File: config.mk
export PLATFORM = sky130hd
export DESIGN_NAME = mmio_responder
export DESIGN_NICKNAME = d
export VERILOG_FILES = /design/src/rtl/mmio_responder.sv
export SDC_FILE = /design/constraint.sdc
export NUM_CORES = 1
export LEC_CHECK = 0
export CORE_ASPECT_RATIO = 1.75
export CORE_MARGIN = 5
export CORE_UTILIZATION = 40
export CTS_CLUSTER_DIAMETER = 120
export DETAILED_ROUTE_END_ITERATION = 12
export GPL_TIMING_DRIVEN = 0
export PLACE_DENSITY_LB_ADDON = 0.05
export SLEW_MARGIN = 20
export SYNTH_ARGS = -nofsm -noshare
export SYNTH_HDL_FRONTEND = slang
export SYNTH_SLANG_ARGS = --single-unit
File: constraint.sdc
create_clock -name clk -period 4.5 [get_ports clk]
set_input_delay 1.35 -clock clk [delete_from_list [all_inputs] [get_ports clk]]
set_output_delay 1.35 -clock clk [all_outputs]
set_load 0.02 [all_outputs]
File: src/rtl/mmio_responder.sv
// CPU data-port responder: I/O registers at IO_BASE..IO_BASE+7, everything else goes to the RAM.
// Define MMIO_TIMER_EN to build the TIMER/CMP/STATUS registers and timer_irq.
module mmio_responder #(
  parameter logic [15:0] IO_BASE  = 16'hFF00,
  parameter int          SW_W     = 10,
  parameter int          BTN_W    = 4,
  parameter int          PRESCALE = 50000
) (
  input  logic             clk,
  input  logic             reset,
  input  logic [15:0]      addr,
  input  logic [15:0]      wdata,
  input  logic             we,
  input  logic [15:0]      ram_q,
  output logic             ram_we,
  output logic [15:0]      q,
  input  logic [SW_W-1:0]  sw,
  input  logic [BTN_W-1:0] btn,
  output logic [15:0]      hex_out,
  output logic             timer_irq
);

  logic             w_io_hit;
  logic [2:0]       w_idx;
  logic             w_wr;
  logic             w_wr_hex;
  logic             w_wr_btn;
  logic [15:0]      w_io_rdata;
  logic [BTN_W-1:0] w_btn_rise;

  logic             r_sel_q;
  logic             r_ram_vld;
  logic [15:0]      r_io_rdata_q;
  logic [15:0]      r_hex;
  logic [SW_W-1:0]  r_sw_s1;
  logic [SW_W-1:0]  r_sw_s2;
  logic [BTN_W-1:0] r_btn_s1;
  logic [BTN_W-1:0] r_btn_s2;
  logic [BTN_W-1:0] r_btn_prev;
  logic [BTN_W-1:0] r_btn_edge;

  assign w_io_hit   = (addr[15:3] == IO_BASE[15:3]);
  assign w_idx      = addr[2:0];
  assign w_wr       = we & w_io_hit;
  assign w_wr_hex   = w_wr & (w_idx == 3'd1);
  assign w_wr_btn   = w_wr & (w_idx == 3'd2);
  assign w_btn_rise = r_btn_s2 & ~r_btn_prev;

  assign ram_we  = we & ~w_io_hit;
  assign hex_out = r_hex;
  // RAM data is masked for the cycle after reset so q reads 0 even though the RAM itself is not reset.
  assign q       = r_sel_q ? r_io_rdata_q : (r_ram_vld ? ram_q : 16'h0000);

`ifdef MMIO_TIMER_EN
  localparam int PW = (PRESCALE > 1) ? $clog2(PRESCALE) : 1;

  logic          w_wr_timer;
  logic          w_wr_cmp;
  logic          w_wr_status;
  logic          w_tick;
  logic [15:0]   w_timer_inc;
  logic          w_match_set;
  logic [PW-1:0] r_presc;
  logic [15:0]   r_timer;
  logic [15:0]   r_cmp;
  logic          r_match;

  assign w_wr_timer  = w_wr & (w_idx == 3'd3);
  assign w_wr_cmp    = w_wr & (w_idx == 3'd4);
  assign w_wr_status = w_wr & (w_idx == 3'd5);
  assign w_tick      = (r_presc == PW'(PRESCALE - 1));
  assign w_timer_inc = r_timer + 16'd1;
  // Match is judged on the value the tick produces, so a CMP write equal to TIMER waits for the next equality.
  assign w_match_set = w_tick & ~w_wr_timer & (w_timer_inc == r_cmp);
  assign timer_irq   = r_match;

  always_ff @(posedge clk) begin
    if (reset) begin
      r_presc <= '0;
      r_timer <= 16'h0000;
      r_cmp   <= 16'hFFFF;
      r_match <= 1'b0;
    end else begin
      if (w_wr_timer) begin
        r_timer <= wdata;
        r_presc <= '0;
      end else if (w_tick) begin
        r_timer <= w_timer_inc;
        r_presc <= '0;
      end else begin
        r_presc <= r_presc + 1'b1;
      end
      if (w_wr_cmp) r_cmp <= wdata;
      r_match <= (r_match & ~(w_wr_status & wdata[0])) | w_match_set;
    end
  end
`else
  assign timer_irq = 1'b0;
`endif

  always_comb begin
    w_io_rdata = 16'h0000;
    case (w_idx)
      3'd0: w_io_rdata = 16'(r_sw_s2);
      3'd1: w_io_rdata = r_hex;
      3'd2: w_io_rdata = 16'(r_btn_edge);
`ifdef MMIO_TIMER_EN
      3'd3: w_io_rdata = r_timer;
      3'd4: w_io_rdata = r_cmp;
      3'd5: w_io_rdata = {15'h0000, r_match};
`endif
      default: w_io_rdata = 16'h0000;
    endcase
  end

  always_ff @(posedge clk) begin
    if (reset) begin
      r_sel_q      <= 1'b0;
      r_ram_vld    <= 1'b0;
      r_io_rdata_q <= 16'h0000;
      r_hex        <= 16'h0000;
      r_sw_s1      <= '0;
      r_sw_s2      <= '0;
      r_btn_s1     <= '0;
      r_btn_s2     <= '0;
      r_btn_prev   <= '0;
      r_btn_edge   <= '0;
    end else begin
      r_sel_q      <= w_io_hit;
      r_ram_vld    <= 1'b1;
      r_io_rdata_q <= w_io_rdata;
      if (w_wr_hex) r_hex <= wdata;
      r_sw_s1      <= sw;
      r_sw_s2      <= r_sw_s1;
      r_btn_s1     <= btn;
      r_btn_s2     <= r_btn_s1;
      r_btn_prev   <= r_btn_s2;
      // A new edge in the same cycle as a write-1-to-clear keeps the flag set.
      r_btn_edge   <= (r_btn_edge & ~({BTN_W{w_wr_btn}} & wdata[BTN_W-1:0])) | w_btn_rise;
    end
  end

endmodule
# == Word-level counts from Yosys, hierarchy flattened ==
# Cells that the tools add are included.
# classes
add_sub_neg,0
multipliers,0
div,0
magnitude_cmp,0
n_eq_ne,3
shifts,0
muxes,4
n_bitwise,11
reduce_logical,1
# ops
operator,count
16-bit one-hot mux with 3 select lines,1
16-bit two-way mux,2
"13-bit equality test, second input constant",1
4-bit bitwise AND,3
4-bit NOT,2
1-bit bitwise AND,4
4-bit OR,1
"3-bit by 1-bit equality test with 1-bit output, second input constant",1
"3-bit by 2-bit equality test with 1-bit output, second input constant",1
3-bit logical NOT,1
1-bit two-way mux,1
1-bit NOT,1
# word_totals
regBits,70
latchBits,0
mem_bits_rw,0
romBits,0
inputBits,65
output_inout_bits,34
wordCells,29
n_memories,0

# == Depth between registers and ports, before layout ==
# Gate-level depths: netlist of run 1.
# logic_depth
ltp_word,7
ltp_mapped,7
mapped_depth_nobuf,4

# == Worst setup path after synthesis of run 1 ==
# No wires, ideal clock.
# synth_timing
kind,input -> output
from,input port addr[4]
to,output port ram_we
t_arrival_ns,2.815
required_time_ns,3.150
setup_slack_ns,0.335
stages,4
cell_sequence,or4_4 > or4_4 > buf_6 > and2_2
# synth_between
elab_chain_cells,3
# synth_rtl
element,line_no,source
from (decl),11,"input logic [15:0] addr,"
13-bit equality test,42,assign w_io_hit = (addr[15:3] == IO_BASE[15:3]);
1-bit NOT,49,assign ram_we = we & ~w_io_hit;
1-bit bitwise AND,49,
to (decl),15,"output logic ram_we,"
# Every way passes these cells.

# == Worst setup path after layout of run 1 ==
# layout_timing
from,input port addr[5]
to,output port ram_we
# Same word-level chain as after synthesis.

==> impl_metrics.json, run 1 <==
{
  "cp.required_ps": 3150,
  "track_usage_pct": 15.6,
  "hp-class": "flop to flop",
  "cts_hold_buffers": 0,
  "nets": 430,
  "synth_seq_cells": 70,
  "layout-drive-gt1-share_pct": 8.13,
  "yosys_warnings": 0,
  "drv_slew": 0,
  "r2r_start": "hex_out[2]$_SDFFE_PP0P_",
  "whs_endpoint": "r_sw_s2[9]$_SDFF_PP0_",
  "hp-start": "r_sw_s1[9]$_SDFF_PP0_",
  "post_drt_wl_per_cell_um": 14.0,
  "relSlewSlack_pct": 49.0,
  "synth_top_cell_by_area": "dfxtp_1",
  "hold_viol_final": 0,
  "regToRegEndpoint": "r_io_rdata_q[2]$_SDFF_PP0_",
  "path_clk_slew_ps": 70,
  "antenna_found_initial": 0,
  "fin_util_pct": 61.2,
  "routed_via_density": 4.80,
  "final_area_sq_um": 3810,
  "min_period_over_period_pct": 96.9,
  "dp_worst_setup_slack_ps": -621,
  "dr.pass1.iters": 4,
  "fillers": 554,
  "die_height_um": 116,
  "ys_types": 28,
  "io_pins": 99,
  "maxCapViolCount": 0,
  "grt_max_degree": 13,
  "crit_path_start_kind": "primary input",
  "worstSetupPathType": "primary input to primary output",
  "reg2reg_slack_ps": 3640,
  "rows": 38,
  "gr-total-overflow": 0,
  "arrival_ps": 3010,
  "grt_pass1_wl_mm": 9.80,
  "crit_fanout": 2,
  "fin_worst_skew_ps": 6.64,
  "synth_area_sq_um": 2570,
  "numCtsBuffers": 9,
  "syn_nets": 323,
  "dpl_cell_area_sq_um": 3620,
  "finalWirelength_mm": 6.29,
  "rsz0062_at_grt": "false",
  "min_period_ps": 4360,
  "synth_top_area_share_pct": 54.6,
  "clockRootBuffer": "clkbuf_8",
  "leakagePower_nw": 1.44,
  "syn_area_per_cell_sq_um": 9.95,
  "worst_slew_pin_slew_ps": 755,
  "netlist_instances": 258,
  "htree_levels": 3,
  "die_area_sq_um": 8180,
  "ant_nets": 0,
  "core-area_sq_um": 6230,
  "cts_tree": "built",
  "synth_area_leaders": "dfxtp_1, nor2b_1, a22o_1, a21oi_1, nand4_1",
  "clk_path_buf_depth": 2,
  "powerDensity_nw_per_um2": 330,
  "port_buffers": 95,
  "area_growth_pct": 48.5,
  "initial_core_util_pct": 41.2,
  "setup_viol_count_final": 0,
  "grt_pass1_vias": 2074,
  "peakVddDrop_mv": 0.238,
  "rr_worst_depth": 4,
  "setup_ws_ps": 139,
  "worstSetupEndpointType": "primary output",
  "cts.sinks": 70,
  "antenna_cells": 0,
  "drc_errors": 0,
  "fmax_mhz": 229,
  "drt_iter0_drc": 68,
  "clock_latency_ps": 340,
  "ys_seq_area_share_pct": 54.6,
  "fin_hold_ws_ps": 430,
  "hpwl_mm": 4.88,
  "via_count": 2153,
  "status": "finished clean",
  "min_path_cells": 1,
  "gp_congestion": 0.846,
  "die_x_um": 70.6
}
## Yosys cell counts, drive strengths merged
library cell / instances
nand2b: 5
mux2i: 10
nand2: 7
nor2b: 36
or4: 2
buf: 9
and2: 1
conb: 1
nand3: 1
or3: 1
nor3: 5
clkbuf: 13
nor4bb: 1
nand4: 17
a22o: 15
nor2: 11
inv: 1
dfxtp: 70
o21ai: 21
a21oi: 24
and3: 6
nor4: 1
## state kept, by name, summed over array words and instances (netlist names)
register	flops
hex_out	16
r_btn_s2	4
r_sw_s1	10
r_ram_vld	1
r_io_rdata_q	16
r_btn_prev	4
r_btn_edge	4
r_btn_s1	4
r_sel_q	1
r_sw_s2	10
## report_power, final
part / internal [mW] / switching, mW / leakage [nW]
combinational: 0.0845 / 0.0555 / 0.771
clock: 0.266 / 0.214 / 0.0952
sequential: 0.635 / 0.00434 / 0.571
## worst max-delay path, cell delays in order
cell and delay (ps):
clkdlybuf4s50_1 400, or4_4 540, or4_4 440, and2_4 160, buf_6 120
## metrics by stage
step	power, mW	TNS [ps]	cells
after floorplan	0.710	0	258
after global placement	0.792	-621	433
after detailed placement	0.794	-621	433
after CTS	1.27	0	449
after global routing	1.31	0	449
final	1.26	0	449
## layout make-up
| class | count | area [sq um] | area share (%) |
|---|---|---|---|
| Timing Repair Buffer | 97 | 967 | 25.4 |
| Tap cell | 80 | 100 | 2.62 |
| Inverter | 1 | 3.75 | 0.0984 |
| Multi-Input combinational cell | 165 | 1030 | 27.0 |
| Clock buffer | 11 | 141 | 3.71 |
| Buffer | 21 | 121 | 3.18 |
| Clock inverter | 4 | 47.5 | 1.25 |
| Sequential cell | 70 | 1400 | 36.7 |
## layer usage
metal	vias up	wire length [um]	global-route usage (%)	share of wire [%]
met2	69	3290	29.1	52
met1	955	2420	15.8	39
met4	0	160	7.40	2.5
met5	-	0	0	0
met3	13	411	4.43	6.5
li1	1116	-	-	-
## kinds of logic after synthesis
kind of cell / share of synthesized area, %
mux: 3.90
other cells: 0.146
buf+inv: 5.31
flops: 54.6
compound gates: 14.0
simple gates: 22.0
## cell usage in the layout, fill, tap and decap left out, drive strengths merged, types with 7 or more instances in the layout
cell / count
clkdlybuf4s50: 94
nand2: 7
clkbuf: 24
nor2: 11
buf: 11
nand4: 17
a22o: 15
nor2b: 36
a21oi: 24
dfxtp: 70
o21ai: 21
mux2i: 10
## worst max-delay path by stage
stage | end | slack (ps) | cells after the start | start
2_1_floorplan | ram_we | 340 | 4 | addr[4]
3_3_place_gp | ram_we | -620 | 6 | addr[4]
3_5_place_dp | ram_we | -620 | 6 | addr[4]
4_1_cts | ram_we | 20 | 5 | addr[5]
5_1_grt | ram_we | 110 | 5 | addr[5]
6_report | ram_we | 140 | 5 | addr[5]
## timing repair
item / in CTS / in global routing
pin swaps: 3 / 1
setup endpoints to repair: 1 / 1
gates resized for setup: 7 / 0
setup buffers: 2 / 0
endpoints found under the hold margin: 0 / 0
Note: power is estimated with default switching activity, not from simulation.
==> run 2: changes to the inputs <==
--- a/config.mk
+++ b/config.mk
@@ -7,10 +7,12 @@
 export LEC_CHECK = 0
 export CORE_ASPECT_RATIO = 1.75
 export CORE_MARGIN = 5
-export CORE_UTILIZATION = 40
+export CORE_UTILIZATION = 39
 export CTS_CLUSTER_DIAMETER = 120
+export CTS_CLUSTER_SIZE = 10
 export DETAILED_ROUTE_END_ITERATION = 12
 export GPL_TIMING_DRIVEN = 0
+export MAX_ROUTING_LAYER = met4
 export PLACE_DENSITY_LB_ADDON = 0.05
 export SLEW_MARGIN = 20
 export SYNTH_ARGS = -nofsm -noshare
==> constraint.sdc (replaced) <==
create_clock -name clk -period 3.68 [get_ports clk]
set_input_delay 1.104 -clock clk [delete_from_list [all_inputs] [get_ports clk]]
set_output_delay 1.104 -clock clk [all_outputs]
set_load 0.02 [all_outputs]
==> run 2 against run 1 <==
Critical path depth stayed put. Count of clock-buffer cells in the layout did not move. Sequential share of layout area shrank 0.79 points. Largest cell class unchanged. Global-route usage increased by 0.91 points. Critical endpoint unchanged. Highest routed layer unchanged. Clock power grew 69%. Register-to-register slack lost 810 ps. Power up 40%. Setup slack worse by 100 ps. Die area is 2.3% higher.
==> impl_metrics.json, run 2 (same netlist as run 1, synthesis figures left out) <==
{
  "area_growth_pct": 51.8,
  "startpoint": "addr[5]",
  "cp_common_cell": "or4_4",
  "rr_worst_depth": 4,
  "hpwl_mm": 5.03,
  "clk_path_buf_depth": 2,
  "powerDensity_nw_per_um2": 452,
  "comb_power_share_pct": 9.6,
  "nets": 431,
  "gp_congestion": 0.874,
  "hp-class": "flop to flop",
  "seq_power_share_pct": 44.5,
  "gr-total-overflow": 0,
  "grt_pass1_wl_mm": 10.5,
  "initial_core_util_pct": 39.6,
  "hp-start": "r_sw_s1[3]$_SDFF_PP0_",
  "fin_worst_skew_ps": 2.25,
  "p_total_mw": 1.76,
  "worstSetupPathType": "primary input to primary output",
  "post_drt_wl_per_cell_um": 14.4,
  "die_height_um": 117,
  "m1WireLength_mm": 2.44,
  "maxCapViolCount": 0,
  "finalWirelength_mm": 6.47,
  "antenna_cells": 0,
  "clock_power_share_pct": 45.9,
  "cts_hold_buffers": 0,
  "drv_slew": 0,
  "layout_commonest_cell": "clkdlybuf4s50_1",
  "via_count": 2173,
  "dr.pass1.iters": 4,
  "fin_hold_ws_ps": 430,
  "rsz0062_at_grt": "false",
  "fmax_mhz": 274,
  "arrival_ps": 2540,
  "rows": 39,
  "die_x_um": 71.3,
  "relSlewSlack_pct": 57.4,
  "grt_pass1_vias": 2214,
  "cp.required_ps": 2580,
  "port_buffers": 95,
  "min_period_ps": 3650,
  "path_clk_slew_ps": 50,
  "routed_via_density": 4.83,
  "setup_viol_count_final": 0,
  "layout_common_cells": "clkdlybuf4s50_1, dfxtp_1, nor2b_1",
  "leakagePower_nw": 1.48,
  "reg2reg_slack_ps": 2830,
  "switching_share_pct": 20.0,
  "regToRegEndpoint": "r_io_rdata_q[2]$_SDFF_PP0_",
  "worst_slew_pin_slew_ps": 631,
  "antenna_found_initial": 0,
  "path_delay_family": "simple AND/OR/NAND/NOR gates",
  "min_period_over_period_pct": 99.1,
  "path_buf_inv": 2,
  "track_usage_pct": 16.5,
  "wl_met3_um": 404,
  "worstPathCellList": "buf_2 > or4_4 > or4_4 > and2_4 > buf_6",
  "cts.sinks": 70,
  "io_pins": 99,
  "crit_path_start_kind": "primary input",
  "clockRootBuffer": "clkbuf_16",
  "min_path_cells": 1,
  "die_area_sq_um": 8370,
  "dp_worst_setup_slack_ps": -952,
  "grt_max_degree": 11,
  "layout-drive-gt1-share_pct": 8.70,
  "hold_viol_final": 0,
  "fin_tns_setup_ps": 0,
  "crit_fanout": 2,
  "drc_errors": 0,
  "top_layer_used": "met4",
  "power_switching_uw": 352,
  "clock_latency_ps": 320,
  "drt_iter0_drc": 92,
  "htree_levels": 3,
  "r2r_start": "hex_out[2]$_SDFFE_PP0P_",
  "peakVddDrop_mv": 0.332,
  "crit_slowest_cell": "or4_4",
  "cpPeakStageDelay_ps": 530,
  "cts_tree": "built",
  "numCtsBuffers": 9,
  "status": "finished clean",
  "core-area_sq_um": 6490,
  "met2_length_mm": 3.41,
  "setup_ws_ps": 34.3,
  "ant_nets": 0,
  "whs_endpoint": "r_sw_s2[3]$_SDFF_PP0_",
  "worstSetupEndpointType": "primary output",
  "internal-power_mw": 1.41
}
[run 2: power by group through the flow]
| stage | Clock (mW) | Combinational (mW) | Sequential (mW) |
|---|---|---|---|
| final | 0.809 | 0.169 | 0.784 |
| after global routing | 0.861 | 0.182 | 0.785 |
| after CTS | 0.824 | 0.171 | 0.784 |
| after floorplan | 0 | 0.0711 | 0.797 |
| after detailed placement | 0 | 0.171 | 0.800 |
| after global placement | 0 | 0.170 | 0.799 |
[run 2: area by class of cell]
class / count / area, sq um
Clock buffer: 11 / 243
Sequential cell: 70 / 1400
Tap cell: 82 / 103
Timing Repair Buffer: 98 / 960
Inverter: 1 / 3.75
Fill cell: 590 / 2590
Multi-Input combinational cell: 165 / 1030
Clock inverter: 2 / 35.0
Buffer: 21 / 121
[run 2: layer usage]
layer	up-vias	global-route usage, %
met3	18	4.28
met2	72	29.2
met5	-	-
li1	1118	-
met1	965	15.9
met4	0	8.59
[run 2: how the worst max path moves through the flow]
stage,endpoint,depth (start not counted)
after floorplan,ram_we,4
after global placement,ram_we,6
after detailed placement,ram_we,6
after CTS,ram_we,5
after global routing,ram_we,5
final,ram_we,5
[run 2: through the flow]
stage          std cells  cell area, sq um  util, %
2_1_floorplan        258              2570        -
3_3_place_gp         435              3620     55.8
3_5_place_dp         435              3620     55.8
4_1_cts              450              3900     60.1
5_1_grt              450              3900     60.1
6_report             450              3900     60.1
[run 2: timing repair]
| action | in CTS | in global routing |
|---|---|---|
| gates cloned | 0 | 0 |
| pin swaps | 3 | 2 |
| buffers inserted | 3 | 0 |
| resized for setup | 16 | 2 |
| endpoints found under the setup margin | 1 | 1 |
| endpoints found under the hold margin | 0 | 0 |
[run 2: worst reg2reg max path, stage by stage, from the launching register on]
cell     delay [ps]
dfxtp_1         320
mux2i_1         160
nor2_1           50
a21oi_1         130
nor3_1           60
